<file path="config.mk">
export PLATFORM = sky130hd
export DESIGN_NAME = sram_fifo_controller
export DESIGN_NICKNAME = d
export VERILOG_FILES = /design/src/rtl/sram_fifo_controller.sv
export SDC_FILE = /design/constraint.sdc
export NUM_CORES = 1
export LEC_CHECK = 0
export CORE_MARGIN = 8
export CORE_UTILIZATION = 35
export CTS_CLUSTER_SIZE = 16
export DETAILED_ROUTE_END_ITERATION = 6
export SYNTH_ARGS = -nofsm -noshare
export SYNTH_HDL_FRONTEND = slang
export SYNTH_SLANG_ARGS = --single-unit
</file>
<file path="constraint.sdc">
create_clock -name Clk_In -period 7.2 [get_ports Clk_In]
set_clock_uncertainty 0.05 [all_clocks]
set_input_delay 1.44 -clock Clk_In [delete_from_list [all_inputs] [get_ports Clk_In]]
set_output_delay 1.44 -clock Clk_In [all_outputs]
set_load 0.05 [all_outputs]
</file>
<file path="src/rtl/sram_fifo_controller.sv">
// sram_fifo_controller: FIFO controller for a 256x16 single-port SRAM macro.
// SRAM commands are registered on the rising edge of Clk_In. The SRAM samples
// them on the falling edge, and read data is captured on the next rising edge.
`timescale 1ns/1ps
module sram_fifo_controller #(
    parameter int DATA_WIDTH = 16,
    parameter int ADDR_WIDTH = 8
) (
    input  logic                  Clk_In,
    input  logic                  Reset_In,
    input  logic                  Flush_In,
    input  logic                  Push_Valid,
    input  logic [DATA_WIDTH-1:0] Push_Data,
    output logic                  Push_Ready,
    input  logic                  Pop_Req,
    output logic                  Pop_Ready,
    output logic [DATA_WIDTH-1:0] Pop_Data,
    output logic                  Pop_Valid,
    output logic [ADDR_WIDTH:0]   Count,
    output logic                  Full,
    output logic                  Empty,
    output logic [DATA_WIDTH-1:0] SRAM_Data_In,
    output logic [ADDR_WIDTH-1:0] SRAM_Address,
    output logic                  SRAM_Write_Enable,
    output logic                  SRAM_Read_Enable,
    input  logic [DATA_WIDTH-1:0] SRAM_Data_Out
);

    typedef enum logic { GRANT_POP = 1'b0, GRANT_PUSH = 1'b1 } grant_e;

    localparam logic [ADDR_WIDTH:0] FULL_COUNT = {1'b1, {ADDR_WIDTH{1'b0}}};

    logic [ADDR_WIDTH-1:0] wr_ptr_q, wr_ptr_d;
    logic [ADDR_WIDTH-1:0] rd_ptr_q, rd_ptr_d;
    logic [ADDR_WIDTH:0]   count_q, count_d;
    grant_e                last_grant_q, last_grant_d;
    logic                  rd_pending_q, rd_pending_d;
    logic                  pop_valid_q, pop_valid_d;
    logic [DATA_WIDTH-1:0] pop_data_q, pop_data_d;
    logic                  sram_we_q, sram_we_d;
    logic                  sram_re_q, sram_re_d;
    logic [ADDR_WIDTH-1:0] sram_addr_q, sram_addr_d;
    logic [DATA_WIDTH-1:0] sram_din_q, sram_din_d;

    logic full, empty, push_elig, pop_elig, push_rdy, pop_rdy, push_acc, pop_acc;

    // Round-robin arbitration of the single SRAM port between push and pop.
    always_comb begin
        full      = (count_q == FULL_COUNT);
        empty     = (count_q == '0);
        push_elig = Push_Valid && !full;
        pop_elig  = Pop_Req && !empty;
        push_rdy  = !Flush_In && !full && !(pop_elig && (last_grant_q == GRANT_PUSH));
        pop_rdy   = !Flush_In && !empty && !(push_elig && (last_grant_q == GRANT_POP));
        push_acc  = Push_Valid && push_rdy;
        pop_acc   = Pop_Req && pop_rdy;
    end

    // Next-state: flush beats push/pop; read data is captured only behind an issued read.
    always_comb begin
        wr_ptr_d     = wr_ptr_q;
        rd_ptr_d     = rd_ptr_q;
        count_d      = count_q;
        last_grant_d = last_grant_q;
        rd_pending_d = 1'b0;
        pop_valid_d  = rd_pending_q;
        pop_data_d   = rd_pending_q ? SRAM_Data_Out : pop_data_q;
        sram_we_d    = 1'b0;
        sram_re_d    = 1'b0;
        sram_addr_d  = sram_addr_q;
        sram_din_d   = sram_din_q;
        if (Flush_In) begin
            wr_ptr_d     = '0;
            rd_ptr_d     = '0;
            count_d      = '0;
            last_grant_d = GRANT_POP;
            pop_valid_d  = 1'b0;
            pop_data_d   = pop_data_q;
        end else if (push_acc) begin
            sram_we_d    = 1'b1;
            sram_addr_d  = wr_ptr_q;
            sram_din_d   = Push_Data;
            wr_ptr_d     = wr_ptr_q + ADDR_WIDTH'(1);
            count_d      = count_q + (ADDR_WIDTH + 1)'(1);
            last_grant_d = GRANT_PUSH;
        end else if (pop_acc) begin
            sram_re_d    = 1'b1;
            sram_addr_d  = rd_ptr_q;
            rd_ptr_d     = rd_ptr_q + ADDR_WIDTH'(1);
            count_d      = count_q - (ADDR_WIDTH + 1)'(1);
            last_grant_d = GRANT_POP;
            rd_pending_d = 1'b1;
        end
    end

    // State and registered SRAM command/pop outputs, asynchronously reset.
    always_ff @(posedge Clk_In or posedge Reset_In) begin
        if (Reset_In) begin
            wr_ptr_q     <= '0;
            rd_ptr_q     <= '0;
            count_q      <= '0;
            last_grant_q <= GRANT_POP;
            rd_pending_q <= 1'b0;
            pop_valid_q  <= 1'b0;
            pop_data_q   <= '0;
            sram_we_q    <= 1'b0;
            sram_re_q    <= 1'b0;
            sram_addr_q  <= '0;
            sram_din_q   <= '0;
        end else begin
            wr_ptr_q     <= wr_ptr_d;
            rd_ptr_q     <= rd_ptr_d;
            count_q      <= count_d;
            last_grant_q <= last_grant_d;
            rd_pending_q <= rd_pending_d;
            pop_valid_q  <= pop_valid_d;
            pop_data_q   <= pop_data_d;
            sram_we_q    <= sram_we_d;
            sram_re_q    <= sram_re_d;
            sram_addr_q  <= sram_addr_d;
            sram_din_q   <= sram_din_d;
        end
    end

    assign Push_Ready        = push_rdy;
    assign Pop_Ready         = pop_rdy;
    assign Pop_Data          = pop_data_q;
    assign Pop_Valid         = pop_valid_q;
    assign Count             = count_q;
    assign Full              = full;
    assign Empty             = empty;
    assign SRAM_Data_In      = sram_din_q;
    assign SRAM_Address      = sram_addr_q;
    assign SRAM_Write_Enable = sram_we_q;
    assign SRAM_Read_Enable  = sram_re_q;

endmodule

</file>
==> summary.md, run 1 <==
| Metric | Value |
|---|---|
| Outcome | `completed` |
| Relative slew slack | `between 20% and 30%` |
| Post-synth design cell area | `roughly 3400 sq um` |
| Clk sinks | `a little under 70` |
| Mapped Avg Cell Area | `~12 sq um` |
| HPWL after DPL | `slightly below 6000 microns` |
| Core ar. | `~9300 sq um` |
| Synth Warn # | `0` |
| CTS tree | `yes` |
| # IOs | `93` |
| Peak VDD IR | `between 0.15 and 0.2 mV` |
| Total power | `2.07 mW` |
| Crit path required time | `between 5 and 6 ns` |
| Slowest-stage cell, CP | `clkdlybuf4s50_1` |
| WS Path Type | `input pin to output pin` |
| Endpoints failing hold | `0` |
| Residual DRC | `0` |
| Arr. time, crit path | `approximately 3.5 ns` |
| Total grt overflow | `0` |
| Cts bufs inserted | `9` |
| CP max FO | `17` |
| Crit path time final | `~5.0 ns` |
| Max-Cap Viols | `0` |
| Post-Layout Inst Area | `4580 sq um` |
| Sequential area share after synthesis | `roughly half` |
| Fmax | `roughly 0.20 GHz` |
| Synth unique cells | `between 50 and 60` |
| CP cell instances | `clkdlybuf4s50_1 > a311oi_1 > clkdlybuf4s50_1` |
| Skew-Pair Late Insertion Delay | `0.34 ns` |
| Post-Syn Nets | `around 340` |
| Crit path largest cell delay | `0.87 ns` |
| DRT Pass-1 Iters | `5` |
| Maximum level of the CTS H-tree | `3` |
| Final ANT Viol Nets | `0` |
| I/O Buffers | `92` |
| Number of DRC markers in iteration 0 | `roughly 120` |
| Routed wire per std cell | `between 15 and 20 microns` |
| Quantity of gates resized following cts | `0` |
| Setup_tns | `0 ns` |
| Chip width | `114 microns` |
| Endpoints failing setup | `0` |
| Top-area cell type share of the netlist area | `roughly half` |
| Clk slew on worst S/H paths | `0.08 ns` |
| Row cnt | `35` |
| Crit path launch type | `input pin` |
| Most common cell on crit path | `clkdlybuf4s50_1` |
| Vias in the first global route | `between 2000 and 3000` |
| Maximum clock path buffer count | `2` |
| Placed standard-cell area | `around 4400 sq um` |
| RSZ-0062 raised after global routing | `no` |
| First-pass GRT wire length | `between 10000 and 15000 microns` |
| Fin cells | `513` |
| Slew Limit Fails | `0` |
| # hold bufs at CTS | `0` |
| Yosys reg bits | `between 60 and 70` |
| Share of cells above drive strength 1 | `16.7%` |
| Leakage | `1.97 nW` |
| Worst-Margin Slew | `around 1.2 ns` |
| Root buffer cell | `clkbuf_8` |
| Final WS setup | `between 2 and 2.5 ns` |
| Pin count of the biggest net entering global routing | `70` |
| Final layout net count | `about 430` |
| Die ar. | `between 10000 and 15000 sq um` |
| Die Ht | `around 110 microns` |
| Synth top area cells | `dfrtp_1, mux2_2, ha_1` |
| Post-synthesis cell count | `around 290` |
| Area grow syn2layout | `36.7%` |
| GRT Overall Usage | `about an eighth` |
| Crit share post-route | `68.9%` |
| PwrDens | `around 450 nW/um^2` |
| Crit. End Element | `output pin` |
| Final GP Congestion | `0.824` |
| Vias per cell | `4.95` |
| Diode count | `0` |
| # fillers | `876` |
| Pre-CTS setup slack | `2.00 ns` |
| Worst hold path type | `flop to flop` |
| Vias | `2537` |
| Leading area contributor after synthesis | `dfrtp_1` |
| Post-CTS Setup Bufs | `0` |
| Initial Util | `a little over a third` |
| Final WL | `slightly above 8000 microns` |
| Initial antenna violation count | `0` |
| DP Cell Count | `497` |
==> layout by cell type (no fill, tap or decap), drive strengths merged, types with 5 or more instances in the layout <==
master         Yosys  routed
xnor2              9       9
a222oi             7       7
clkbuf             5       9
ha                 9       9
nand2             22      22
dfrtp             69      69
a21oi              9       9
o21ai             13      13
inv               18      19
nor2b              5       5
nor2              20      20
nand3             15      15
clkdlybuf4s50      0      92
mux2              34      34
==> per-layer routing <==
layer  up-vias  GRT usage (%)  part of all wire (%)
li1       1210              -                     -
met1      1237           16.9                    47
met2        83           20.1                    46
met3         7           3.54                   6.3
met4         0           5.59                  0.97
met5         -              0                     0
==> metrics by stage <==
stage	utilization (%)	hold slack (ns)
after global routing	49.4	0.477
after CTS	49.4	0.461
after floorplan	-	0.432
final	49.4	0.453
after detailed placement	47.0	0.442
after global placement	47.0	0.437
==> synthesized netlist by cell type, drive strengths merged <==
| master | n |
|---|---|
| buf | 9 |
| a21o | 4 |
| mux2 | 34 |
| nand3 | 15 |
| o221ai | 1 |
| a211oi | 2 |
| nor3 | 2 |
| clkinv | 1 |
| a222oi | 7 |
| a2111oi | 1 |
| a22o | 2 |
| inv | 18 |
| a2111o | 1 |
| xnor2 | 9 |
| dfrtp | 69 |
| o21ai | 13 |
| nand2b | 2 |
| nand2 | 22 |
| fa | 1 |
| o311a | 1 |
| ha | 9 |
| a311oi | 1 |
| o311ai | 2 |
| a221o | 2 |
| nand4 | 3 |
| xor2 | 3 |
| o22ai | 1 |
| o21ba | 1 |
| o41ai | 1 |
| a211o | 1 |
| nor2b | 5 |
| clkbuf | 5 |
| o2111a | 1 |
| o31ai | 1 |
| nor2 | 20 |
| nor4 | 2 |
| or4 | 1 |
| mux2i | 3 |
| and4 | 1 |
| a21oi | 9 |
| or2 | 1 |
| nor4b | 1 |
==> path summary, 6_finish.rpt <==
path | startpoint | end | slack, ns | cells after the start
worst max-delay path | Flush_In | Push_Ready | 2.24 | 3
worst min-delay path | SRAM_Address[5] | SRAM_Address[5] | 0.45 | 2
worst max register to register | Count[0] | Count[7] | 3.60 | 10
worst min register to register | SRAM_Address[5] | SRAM_Address[5] | 0.45 | 2
max in group asynchronous | Reset_In | rd_ptr_q[2] | 4.89 | 3
min in group asynchronous | Reset_In | SRAM_Data_In[9] | 1.64 | 3
==> worst max-delay path, delay by kind of cell <==
family	cells	cell delay, ns
buf+inv	2	1.65
compound gates	1	0.38
==> area by class of cell <==
| cell class | instances | area [sq um] | share of cell area, % |
|---|---|---|---|
| inverter | 19 | 71.3 | 1.56 |
| multi-input combinational | 186 | 1460 | 31.9 |
| tap | 129 | 161 | 3.52 |
| timing repair buffer | 94 | 936 | 20.4 |
| clock inverter | 7 | 98.8 | 2.16 |
| sequential | 69 | 1730 | 37.7 |
| clock buffer | 9 | 124 | 2.70 |
==> sequential cells by signal (all words and copies together), names as in the netlist <==
name and cells:
last_grant_q 1, SRAM_Address 8, SRAM_Data_In 16, Count 9
Pop_Valid 1, rd_ptr_q 8, wr_ptr_q 8, Pop_Data 16
SRAM_Write_Enable 1, SRAM_Read_Enable 1
==> cell families after synthesis <==
logic type / after synthesis / share of synthesized area [%]
simple gates: 75 / 12.0
flops: 69 / 51.5
compound gates: 52 / 12.1
mux: 37 / 12.4
buf+inv: 33 / 4.81
xor+xnor: 12 / 3.14
fa+ha+maj: 10 / 3.96
==> power breakdown <==
part / switching [mW] / total [mW] / internal [mW]
combinational: 0.699 / 1.11 / 0.409
clock: 0.160 / 0.356 / 0.196
sequential: 0.0913 / 0.603 / 0.512
No activity file was read; power rests on OpenSTA's default activity.
==> inputs of run 2 (changes only) <==
==> constraint.sdc (replaced) <==
create_clock -name Clk_In -period 4.9 [get_ports Clk_In]
set_clock_uncertainty 0.05 [all_clocks]
set_input_delay 0.98 -clock Clk_In [delete_from_list [all_inputs] [get_ports Clk_In]]
set_output_delay 0.98 -clock Clk_In [all_outputs]
set_load 0.05 [all_outputs]
==> summary.md, run 2 (synthesis results as in run 1) <==
| Metric | Value |
|---|---|
| Leakage | `2.01 nW (+1.8%)` |
| Fin cells | `516 (+0.58%)` |
| Die ar. | `13000 sq um (unchanged)` |
| Core ar. | `9280 sq um (unchanged)` |
| Clk sinks | `69 (unchanged)` |
| # hold bufs at CTS | `0 (unchanged)` |
| Residual DRC | `0 (unchanged)` |
| Register Area | `1730 sq um (unchanged)` |
| Final ANT Viol Nets | `0 (unchanged)` |
| Crit path time final | `between 3 and 4 ns` |
| Outcome | `completed` |
| Routed wire per std cell | `16.3 microns (+0.76%)` |
| Hold depth | `2 (unchanged)` |
| Final layout net count | `429 (+0.70%)` |
| Placed standard-cell area | `4380 sq um (+0.52%)` |
| Vias per cell | `4.92 (-0.54%)` |
| Slew Limit Fails | `0 (unchanged)` |
| Most frequent cells in the layout | `clkdlybuf4s50_1, dfrtp_1, mux2_2` |
| Diode count | `0 (unchanged)` |
| Critical hold path startpoint | `SRAM_Address[5]` |
| CTS tree | `yes` |
| WS Path Type | `input pin to output pin` |
| Maximum clock path buffer count | `2 (unchanged)` |
| Maximum level of the CTS H-tree | `3 (unchanged)` |
| Clk slew on worst S/H paths | `0.08 ns (about the same)` |
| DRT Pass-1 Iters | `5 (unchanged)` |
| RSZ-0062 raised after global routing | `no` |
| Vias in the first global route | `2610 (-0.34%)` |
| I/O Buffers | `92 (unchanged)` |
| Share of cells above drive strength 1 | `17.3% (+0.65 points)` |
| Worst hold path type | `flop to flop` |
| R2R setup slack | `1.77 ns (-1.83 ns)` |
| Crit share post-route | `roughly 79%` |
| Number of DRC markers in iteration 0 | `138 (+17%)` |
| Post-CTS Setup Bufs | `0 (unchanged)` |
| CP max FO | `5 (-12)` |
| Area of the multi-input gates | `1460 sq um (unchanged)` |
| Pin count of the biggest net entering global routing | `44 (-37%)` |
| GRT Overall Usage | `13.3% (+0.27 points)` |
| First-pass GRT wire length | `13800 microns (+1.1%)` |
| Worst-Margin Slew | `1.13 ns (-0.0528 ns)` |
| Row cnt | `35 (unchanged)` |
| Crit Reg-Reg Endpoint | `Count[7]` |
| Cts bufs inserted | `9 (unchanged)` |
| Final WL | `8400 microns (+1.4%)` |
| Origin of the critical flop-to-flop path | `Count[0]` |
| Chip width | `114 microns (unchanged)` |
| Quantity of gates resized following cts | `0 (unchanged)` |
| Initial antenna violation count | `0 (unchanged)` |
| Crit path launch type | `input pin` |
| Hold worst-path end | `SRAM_Address[5]` |
| HPWL after DPL | `6040 microns (+2.1%)` |
| Endpoints failing setup | `0 (unchanged)` |
| Arr. time, crit path | `2.85 ns (-0.62 ns)` |
| Initial Util | `36.1% (unchanged)` |
| Peak VDD IR | `0.291 mV (+47%)` |
| Setup_tns | `0 ns (unchanged)` |
| Fmax | `about 0.26 GHz` |
| Total grt overflow | `0 (unchanged)` |
| Die Ht | `114 microns (unchanged)` |
| PwrDens | `666 nW/um^2 (+48%)` |
| Root buffer cell | `clkbuf_8` |
| Relative slew slack | `24.9% (+3.8 points)` |
| Crit path required time | `3.87 ns (-1.84 ns)` |
| Max-Cap Viols | `0 (unchanged)` |
| Worst Reg-to-Reg Cells | `10 (unchanged)` |
| Final GP Congestion | `0.849 (+3.0%)` |
| Skew-Pair Late Insertion Delay | `0.34 ns (about the same)` |
| Area grow syn2layout | `38.1%` |
| # fillers | `855 (-2.4%)` |
| Post-Layout Inst Area | `4630 sq um (+1.0%)` |
| DP Cell Count | `500 (+0.60%)` |
| Commonest non-fill, non-tap cell in the layout | `clkdlybuf4s50_1` |
| Crit. End Element | `output pin` |
| Endpoints failing hold | `0 (unchanged)` |
| Vias | `2538 (+0.039%)` |
| # IOs | `93 (unchanged)` |
run 2: cell types whose count changed in the layout (fill, tap and decap cells not counted):
| cell | previous run | this run |
|---|---|---|
| buf_4 | 2 | 5 |
| clkinvlp_4 | 4 | 2 |
| bufinv_16 | 2 | 3 |
| clkbuf_8 | 9 | 10 |
| clkinv_2 | 0 | 1 |
| inv_6 | 1 | 0 |
run 2: critical path: stages:
cell,delay (ns)
clkdlybuf4s50_1,0.49
nor2b_1,0.19
mux2_4,0.29
nor2_1,0.09
clkdlybuf4s50_1,0.81
run 2: how the worst max path moves through the flow:
stage	from	endpoint	slack, ns	cells past startpoint
after CTS	Push_Valid	Pop_Ready	1.01	5
after global routing	Push_Valid	Pop_Ready	0.91	5
final	Push_Valid	Pop_Ready	1.02	5
after global placement	Flush_In	Count[7]	0.99	12
after detailed placement	Flush_In	Count[7]	0.86	12
after floorplan	Flush_In	Push_Ready	1.25	3
run 2: area by class of cell:
class	instances	share of cell area (%)
Clock buffer	10	2.97
Timing Repair Buffer	97	20.7
Multi-Input combinational cell	186	31.6
Clock inverter	6	2.38
Tap cell	129	3.49
Inverter	19	1.54
Sequential cell	69	37.3
run 2: power by group:
group          internal (mW)  switching [mW]
Combinational          0.604            1.02
Clock                  0.351           0.221
Sequential             0.752           0.136
Total                   1.71            1.38
run 2: stage by stage:
stage               setup WS [ns]  total power [mW]  hold WS, ns  utilization (%)
finish                       1.02              3.08        0.451             49.9
global route                0.915              3.26        0.467             49.9
CTS                          1.01              3.12        0.456             49.9
detailed placement          0.856              2.54        0.434             47.2
global placement            0.987              2.52        0.437             47.2
floorplan                    1.25              2.02        0.432                -
run 2: per-layer routing:
layer,up-vias,track usage (%),wire length (microns)
met1,1226,17.3,3890
met3,11,3.70,609
met5,-,0,0
met2,84,20.6,3770
li1,1217,-,-
met4,0,5.32,127
==> inputs of run 3 (changes only) <==
==> constraint.sdc (replaced) <==
create_clock -name Clk_In -period 3.5 [get_ports Clk_In]
set_clock_uncertainty 0.05 [all_clocks]
set_input_delay 0.7 -clock Clk_In [delete_from_list [all_inputs] [get_ports Clk_In]]
set_output_delay 0.7 -clock Clk_In [all_outputs]
set_load 0.05 [all_outputs]
==> summary.md, run 3 (synthesis results as in run 1) <==
| Metric | Value |
|---|---|
| Outcome | `completed` |
| Die ar. | `13000 sq um (unchanged)` |
| Residual DRC | `0 (unchanged)` |
| Peak VDD IR | `0.359 mV (+24%)` |
| Placed standard-cell area | `4430 sq um (+1.0%)` |
| Clk slew on worst S/H paths | `0.08 ns (about the same)` |
| Number of DRC markers in iteration 0 | `117 (-15%)` |
| Root buffer cell | `clkbuf_8` |
| Slowest-stage cell, CP | `clkdlybuf4s50_1` |
| Worst Reg-to-Reg Cells | `10 (unchanged)` |
| Critical hold path startpoint | `Pop_Data[7]` |
| WS Path Type | `flop to output pin` |
| Initial Util | `36.1% (unchanged)` |
| Vias in the first global route | `2648 (+1.5%)` |
| # hold bufs at CTS | `0 (unchanged)` |
| Clk sinks | `69 (unchanged)` |
| Vias | `2531 (-0.28%)` |
| Crit. End Element | `output pin` |
| Share of cells above drive strength 1 | `18.9% (+1.6 points)` |
| CP max FO | `7 (+2)` |
| First-pass GRT wire length | `13500 microns (-2.3%)` |
| Maximum level of the CTS H-tree | `3 (unchanged)` |
| Cts bufs inserted | `9 (unchanged)` |
| Quantity of gates resized following cts | `0 (unchanged)` |
| Initial antenna violation count | `0 (unchanged)` |
| Area grow syn2layout | `38.7%` |
| Crit path required time | `2.75 ns (-1.12 ns)` |
| Max-Cap Viols | `0 (unchanged)` |
| DRT Pass-1 Iters | `5 (unchanged)` |
| Origin of the critical flop-to-flop path | `Count[0]` |
| Setup_tns | `0 ns (unchanged)` |
| Leakage | `2.03 nW (+1.0%)` |
| RSZ-0062 raised after global routing | `no` |
| Row cnt | `35 (unchanged)` |
| Final GP Congestion | `0.768 (-9.5%)` |
| Util after Layout | `50.1% (+0.22 points)` |
| # IOs | `93 (unchanged)` |
| Critical path depth in cells | `4 (-1)` |
| CP cell instances | `nor4_4 > nand2_4 > nor2_1 > clkdlybuf4s50_1` |
| Worst hold path type | `flop to flop` |
| Hold depth | `1 (-1)` |
| Skew-Pair Late Insertion Delay | `0.34 ns (about the same)` |
| Setup crit start | `Count[0]` |
| Crit path time final | `~3.2 ns` |
| Relative slew slack | `24.3% (-0.60 points)` |
| I/O Buffers | `92 (unchanged)` |
| Die Ht | `114 microns (unchanged)` |
| Most frequent cells in the layout | `clkdlybuf4s50_1, dfrtp_1, mux2_2` |
| Post-Layout Inst Area | `4650 sq um (+0.43%)` |
| Total grt overflow | `0 (unchanged)` |
| Final WL | `8080 microns (-3.8%)` |
| Chip width | `114 microns (unchanged)` |
| Endpoints failing hold | `0 (unchanged)` |
| Final layout net count | `434 (+1.2%)` |
| Worst-Margin Slew | `1.13 ns (+0.00510 ns)` |
| Pin count of the biggest net entering global routing | `37 (-16%)` |
| Slew Limit Fails | `0 (unchanged)` |
| CTS tree | `yes` |
| Post-CTS Setup Bufs | `0 (unchanged)` |
| Commonest non-fill, non-tap cell in the layout | `clkdlybuf4s50_1` |
| Final ANT Viol Nets | `0 (unchanged)` |
| Arr. time, crit path | `2.46 ns (-0.39 ns)` |
| Crit path launch type | `flop` |
| GRT Overall Usage | `12.9% (-0.42 points)` |
| Core ar. | `9280 sq um (unchanged)` |
| Vias per cell | `4.86 (-1.2%)` |
| Diode count | `0 (unchanged)` |
| Maximum clock path buffer count | `2 (unchanged)` |
| Fmax | `0.311 GHz` |
| Endpoints failing setup | `0 (unchanged)` |
| CP top delay family | `buffers and inverters` |
| HPWL after DPL | `5940 microns (-1.7%)` |
| Crit path largest cell delay | `0.84 ns (+0.03 ns)` |
| Routed wire per std cell | `15.5 microns (-4.7%)` |
| PwrDens | `914 nW/um^2 (+37%)` |
| Crit share post-route | `91.8%` |
| Bufs and invs on worst path | `1 (-1)` |
[run 3: final timing paths]
path | end | slack (ns)
setup / recovery | Full | 0.29
setup reg to reg | Count[7] | 0.49
hold / removal | Pop_Data[7] | 0.46
hold reg to reg | Pop_Data[7] | 0.46
max in group asynchronous | rd_ptr_q[6] | 2.32
min in group asynchronous | Pop_Data[14] | 0.75
[run 3: cell type report]
class,count,area [sq um]
Clock buffer,9,124
Sequential cell,69,1730
Multi-Input combinational cell,186,1460
Inverter,19,71.3
Tap cell,129,161
Fill cell,866,4630
Timing Repair Buffer,102,1000
Clock inverter,7,98.8
[run 3: stage by stage]
step                setup slack (ns)  hold slack, ns  power (mW)  std cells
floorplan                      0.209           0.432        2.83        288
global placement               0.169           0.437        3.54        505
detailed placement             0.108           0.444        3.57        505
CTS                            0.256           0.462        4.31        521
global route                   0.122           0.483        4.51        521
finish                         0.287           0.456        4.25        521
[run 3: routing by layer]
layer / vias up / global-route usage [%] / part of all wire [%]
met5: - / 0 / 0
met4: 0 / 4.44 / 0.76
met3: 6 / 4.17 / 7.1
met2: 81 / 20.2 / 46
met1: 1210 / 16.5 / 46
li1: 1234 / - / -
[run 3: power by group]
part | internal [mW] | switching [mW] | leakage [nW] | total (mW)
Sequential | 1.05 | 0.189 | 0.880 | 1.24
Combinational | 0.856 | 1.43 | 1.04 | 2.29
Clock | 0.405 | 0.316 | 0.110 | 0.721
Total | 2.31 | 1.94 | 2.03 | 4.25
==> RTL edit 1 (settings of run 3) <==
Reset style: synchronous (`Reset_In`), changed in one clocked block. Comments in the files are not updated.
--- a/src/rtl/sram_fifo_controller.sv
+++ b/src/rtl/sram_fifo_controller.sv
@@ -95,5 +95,5 @@
 
     // State and registered SRAM command/pop outputs, asynchronously reset.
-    always_ff @(posedge Clk_In or posedge Reset_In) begin
+    always_ff @(posedge Clk_In) begin
         if (Reset_In) begin
             wr_ptr_q     <= '0;
Function: differs if Reset_In is asserted again (counterexample within 4 cycles, from zero or initial values and one cycle with Reset_In high); with Reset_In held inactive, the same outputs for 10 cycles.
==> RTL edit 1 against run 3 <==
Setup slack worse by 0.0017 ns. Sequential cell count unchanged. Non-clock buffer count down 4. Synthesized area decreased by 9.6%. Cell area decreased by 10%. Die area decreased by 8.3%. Cell count increased by 8.3%. First-iteration DRC count increased by 2.6%. Routed wire length up 2.0%. Register-to-register slack better by 0.08 ns. Hold slack got worse by 0.055 ns. Fmax about the same. Critical path type unchanged. Highest routed layer unchanged.
Power is not compared: it rests on default switching activity, and its combinational part moved more than twofold at a synthesized area within 25%.
==> RTL edit 1: results (changes against run 3) <==
| Metric | Value |
|---|---|
| Clock latency on the worst-skew pair | 0.34 ns (about the same) |
| Clock sink total | 69 (unchanged) |
| Resize count post-CTS | 0 (unchanged) |
| GPL Wtd Cong | 0.813 (+5.8%) |
| Post-Syn Nets | 413 (+23%) |
| Nonclk inv count | 6 (-13) |
| Largest stage delay, worst path | 0.88 ns (+0.04 ns) |
| Vias per Instance | 4.80 (-1.2%) |
| Arr. time, crit path | 2.47 ns |
| Post-DP HPWL | 5920 um (-0.45%) |
| Status | complete, no violations |
| Switch share | a little under a third |
| Final hold slack | 0.401 ns (-0.0549 ns) |
| Global-route wire length before repair | 13,300 um (-1.4%) |
| Yosys cell types | 44 (-14%) |
| Crit-path max FO | 6 (-1) |
| Wire length on met1 | 3710 um (+0.30%) |
| FFs w/ async S/R, synth | 0% (-100 points) |
| Met3 Track Usage GR | 5.08% (+0.91 points) |
| Reg2reg end | Count[8] |
| Min-Delay Endpoint | SRAM_Data_In[2] |
| Area of the multi-input gates | 0.00154 mm^2 (+5.0%) |
| Filler instances | 865 (-0.12%) |
| RR Startpoint | Count[1] |
| Buffers, non-clock | 98 (-3.9%) |
| CTS Buf Count | 9 (unchanged) |
| GRT Util Overall | 14.0% (+1.1 points) |
| Met1 GRT Util | 17.4% (+0.98 points) |
| Met3 WL | 564 um (-1.2%) |
| Hold depth | 2 (+1) |
| Met2 global-route usage | 22.0% (+1.8 points) |
| Clock buffers | 12 (+3) |
| Drt first-iter violations | 120 (+2.6%) |
| # nets final | 500 (+15%) |
| Layout cells sized above 1 | 6.14% (-13 points) |
| Post-synthesis sequential area ratio | 45.6% (-5.9 points) |
| DR WL/cell | 14.6 um (-5.8%) |
| Most instantiated cells after synthesis | nand2_1, dfxtp_1, a21oi_1, nor2_1, clkbuf_1 |
| Worst min path class | flop to flop |
| Least-Margin Pin Slew | 0.670 ns (-0.461 ns) |
| Multi-input comb cells | 269 (+45%) |
| Number of global-route vias before repair | 2,642 (-0.23%) |
| Clock buf/inv share | 3.53% (-1.3 points) |
| Synth area leaders | dfxtp_1, nand2_1, a21oi_1, nor2_1, ha_1 |
| Pin count of the biggest net entering global routing | 46 (+24%) |
| Sequential cell area share | 33.0% (-4.1 points) |
| Non-clk buf share | 23.0% (+1.4 points) |
| HP Start | SRAM_Data_In[2] |
| Setup slack, reg-to-reg | 0.57 ns (+0.08 ns) |
| Slowest CP cell | clkdlybuf4s50_1 |
| Met2 wire len | 3870 um (+3.4%) |
| Initial DRT Pass Iterations | 4 (-1) |
-- RTL edit 1: cell types whose count changed in the layout (fill, tap and decap cells not counted), sizes merged, moves of 17 or more --
cell / before / now
nor2: 20 / 37
dfrtp: 69 / 0
mux2: 34 / 0
nand2: 22 / 86
a21oi: 9 / 44
dfxtp: 0 / 69
-- RTL edit 1: per-stage QoR --
| step | util (%) | cells | area, um^2 | worst slack [ns] |
|---|---|---|---|---|
| final | 48.9 | 564 | 4190 | 0.285 |
| after global routing | 48.9 | 564 | 4190 | 0.211 |
| after CTS | 48.9 | 564 | 4190 | 0.278 |
| after detailed placement | 47.2 | 550 | 4040 | 0.385 |
| after global placement | 47.2 | 550 | 4040 | 0.431 |
| after floorplan | - | 366 | 3030 | 0.387 |
-- RTL edit 1: logic make-up (layout without fill, tap and decap cells) --
family | after synthesis | in the layout | share of synthesized area (%)
AO/OA/AOI/OAI | 67 | 67 | 12.6
AND/OR/NAND/NOR | 167 | 167 | 25.7
buffers and inverters | 28 | 118 | 4.09
adder cells (fa/ha/maj) | 10 | 10 | 4.38
XOR/XNOR | 15 | 15 | 4.34
multiplexers | 10 | 10 | 3.30
flip-flops | 69 | 69 | 45.6
-- RTL edit 1: how the worst max path moves through the flow --
| stage | start | end | cells after the start | slack [ns] |
|---|---|---|---|---|
| floorplan | Count[4] | Count[8] | 11 | 0.39 |
| global placement | Push_Valid | Count[8] | 10 | 0.43 |
| detailed placement | Push_Valid | Count[8] | 10 | 0.38 |
| CTS | Count[4] | Empty | 3 | 0.28 |
| global route | Count[4] | Empty | 3 | 0.21 |
| finish | Count[1] | Empty | 3 | 0.28 |
==> RTL edit 2 (flow settings as in run 3) <==
Without the edit above. The parameter `ADDR_WIDTH` goes from 8 to 7.
--- a/src/rtl/sram_fifo_controller.sv
+++ b/src/rtl/sram_fifo_controller.sv
@@ -5,5 +5,5 @@
 module sram_fifo_controller #(
     parameter int DATA_WIDTH = 16,
-    parameter int ADDR_WIDTH = 8
+    parameter int ADDR_WIDTH = 7
 ) (
     input  logic                  Clk_In,
Interface: changed (resized Count and SRAM_Address); port bits go from 93 to 91. No check against the original RTL was run, so the function may have changed too.
==> RTL edit 2 against run 3 <==
Clock power decreased by 11%. Synthesized area shrank 11%. Sequential power decreased by 9.7%. Cell area shrank 9.1%. Setup slack improved by 0.088 ns. Power down 13%. Via count down 14%. Sequential cell count decreased by 4. Hold slack lost 0.018 ns. Die area is 9.1% lower. Routed wire length down 10%. Highest routed layer unchanged.
==> RTL edit 2: results (changes against run 3) <==
| Metric | Value |
|---|---|
| Multi-input comb cells | 165 (-11%) |
| Number of global-route vias before repair | 2,403 (-9.3%) |
| Crit-path max FO | 11 (+4) |
| Arr. time, crit path | 3.34 ns (+0.88 ns) |
| Post-DP HPWL | 5280 um (-11%) |
| Yosys cell types | 43 (-16%) |
| Clock buf/inv share | 4.62% (-0.17 points) |
| Fraction of area in multi-input gates | 29.6% (-1.9 points) |
| Delay-heaviest family, CP | compound AO/OA/AOI/OAI gates |
| Status | complete, no violations |
| # nets final | 393 (-9.4%) |
| Pin count of the biggest net entering global routing | 39 (+5.4%) |
| FP Rows | 33 (-5.7%) |
| Crit path capture | Count[7] |
| Worst slack, placed | 0.167 ns (+0.0590 ns) |
| Buffers, non-clock | 96 (-5.9%) |
| Tmin final | 3.13 ns (-0.0884 ns) |
| GPL Wtd Cong | 0.791 (+3.0%) |
| Xor and xnor area share after synthesis | 2.92% (-0.22 points) |
| Clock sink total | 65 (-5.8%) |
| Synth area leaders | dfrtp_1, mux2_2, ha_1, mux2i_1, nand2_1 |
| Mux share of post-synthesis cell area | 14.7% (+2.3 points) |
| Placed Cells incl. Taps | 441 (-13%) |
| Slowest CP cell | nor3_1 |
| Post-Syn Nets | 298 (-11%) |
| Headroom to the max-slew limit | 57.4% (+33 points) |
| Drt first-iter violations | 56 (-52%) |
| Filler instances | 759 (-12%) |
| HP Start | rd_ptr_q[6] |
| Sequential cell area share | 38.5% (+1.4 points) |
| Residual DRC | 0 (unchanged) |
| Via count | 2,189 (-14%) |
| Core Util, Final | 51.2% (+1.1 points) |
| Peak VDD IR | 0.331 mV (-7.8%) |
| IO Port Bufs | 90 (-2.2%) |
| WL final | 7270 um (-10%) |
| Nonclk inv count | 10 (-9) |
| Global-route wire length before repair | 12,000 um (-11%) |
| Initial DRT Pass Iterations | 4 (-1) |
| Syn Inst Count | 252 (-13%) |
| Placed Area | 0.00403 mm^2 (-9.0%) |
| Clock buffer depth | 2 (unchanged) |
| Vias per Instance | 4.80 (-1.2%) |
| Worst Reg-to-Reg Cells | 11 (+1) |
| Compound-gate portion of the synthesized area | 8.18% (-4.0 points) |
| Setup slack, reg-to-reg | 0.37 ns (-0.12 ns) |
| LEAKAGE | 0.00185 uW (-8.9%) |
| Layout cells sized above 1 | 17.9% (-0.93 points) |
| Non-clk buf share | 23.2% (+1.6 points) |
| Synth Area in Adders | 4.01% (+0.048 points) |
| Largest stage delay, worst path | 0.44 ns (-0.40 ns) |
| Most instantiated cells after synthesis | dfrtp_1, mux2_2, nand2_1, o21ai_0, nor2_1 |
| Clock buffers | 12 (+3) |
| Final hold slack | 0.438 ns (-0.0175 ns) |
| GRT Util Overall | 13.1% (+0.14 points) |
==> RTL edit 2: cell types whose count changed after synthesis, moves of 4 or more <==
cell | run 3 | this run
nor2_1 | 19 | 12
o21ai_1 | 1 | 8
xnor2_1 | 9 | 3
nand3_1 | 15 | 3
o31ai_1 | 1 | 5
a222oi_1 | 7 | 0
inv_1 | 18 | 9
xor2_1 | 3 | 7
dfrtp_1 | 69 | 65
nand3b_1 | 0 | 5
mux2i_1 | 3 | 8
==> RTL edit 2: power by group through the flow <==
stage / clock network [uW] / registers (uW) / logic, uW
floorplan: 0 / 1850 / 590
global placement: 0 / 1120 / 1950
detailed placement: 0 / 1130 / 1960
CTS: 666 / 1120 / 1970
global route: 695 / 1150 / 2050
finish: 639 / 1120 / 1940
==> RTL edit 2: routing by layer <==
metal,vias to the layer above,part of all wire (%),routed length (um),track usage (%)
li1,1065,-,-,-
met1,1073,43,3130,15.5
met2,44,50,3650,21.5
met3,7,5.9,429,4.52
met4,0,0.93,68,4.69
met5,-,0,0,0
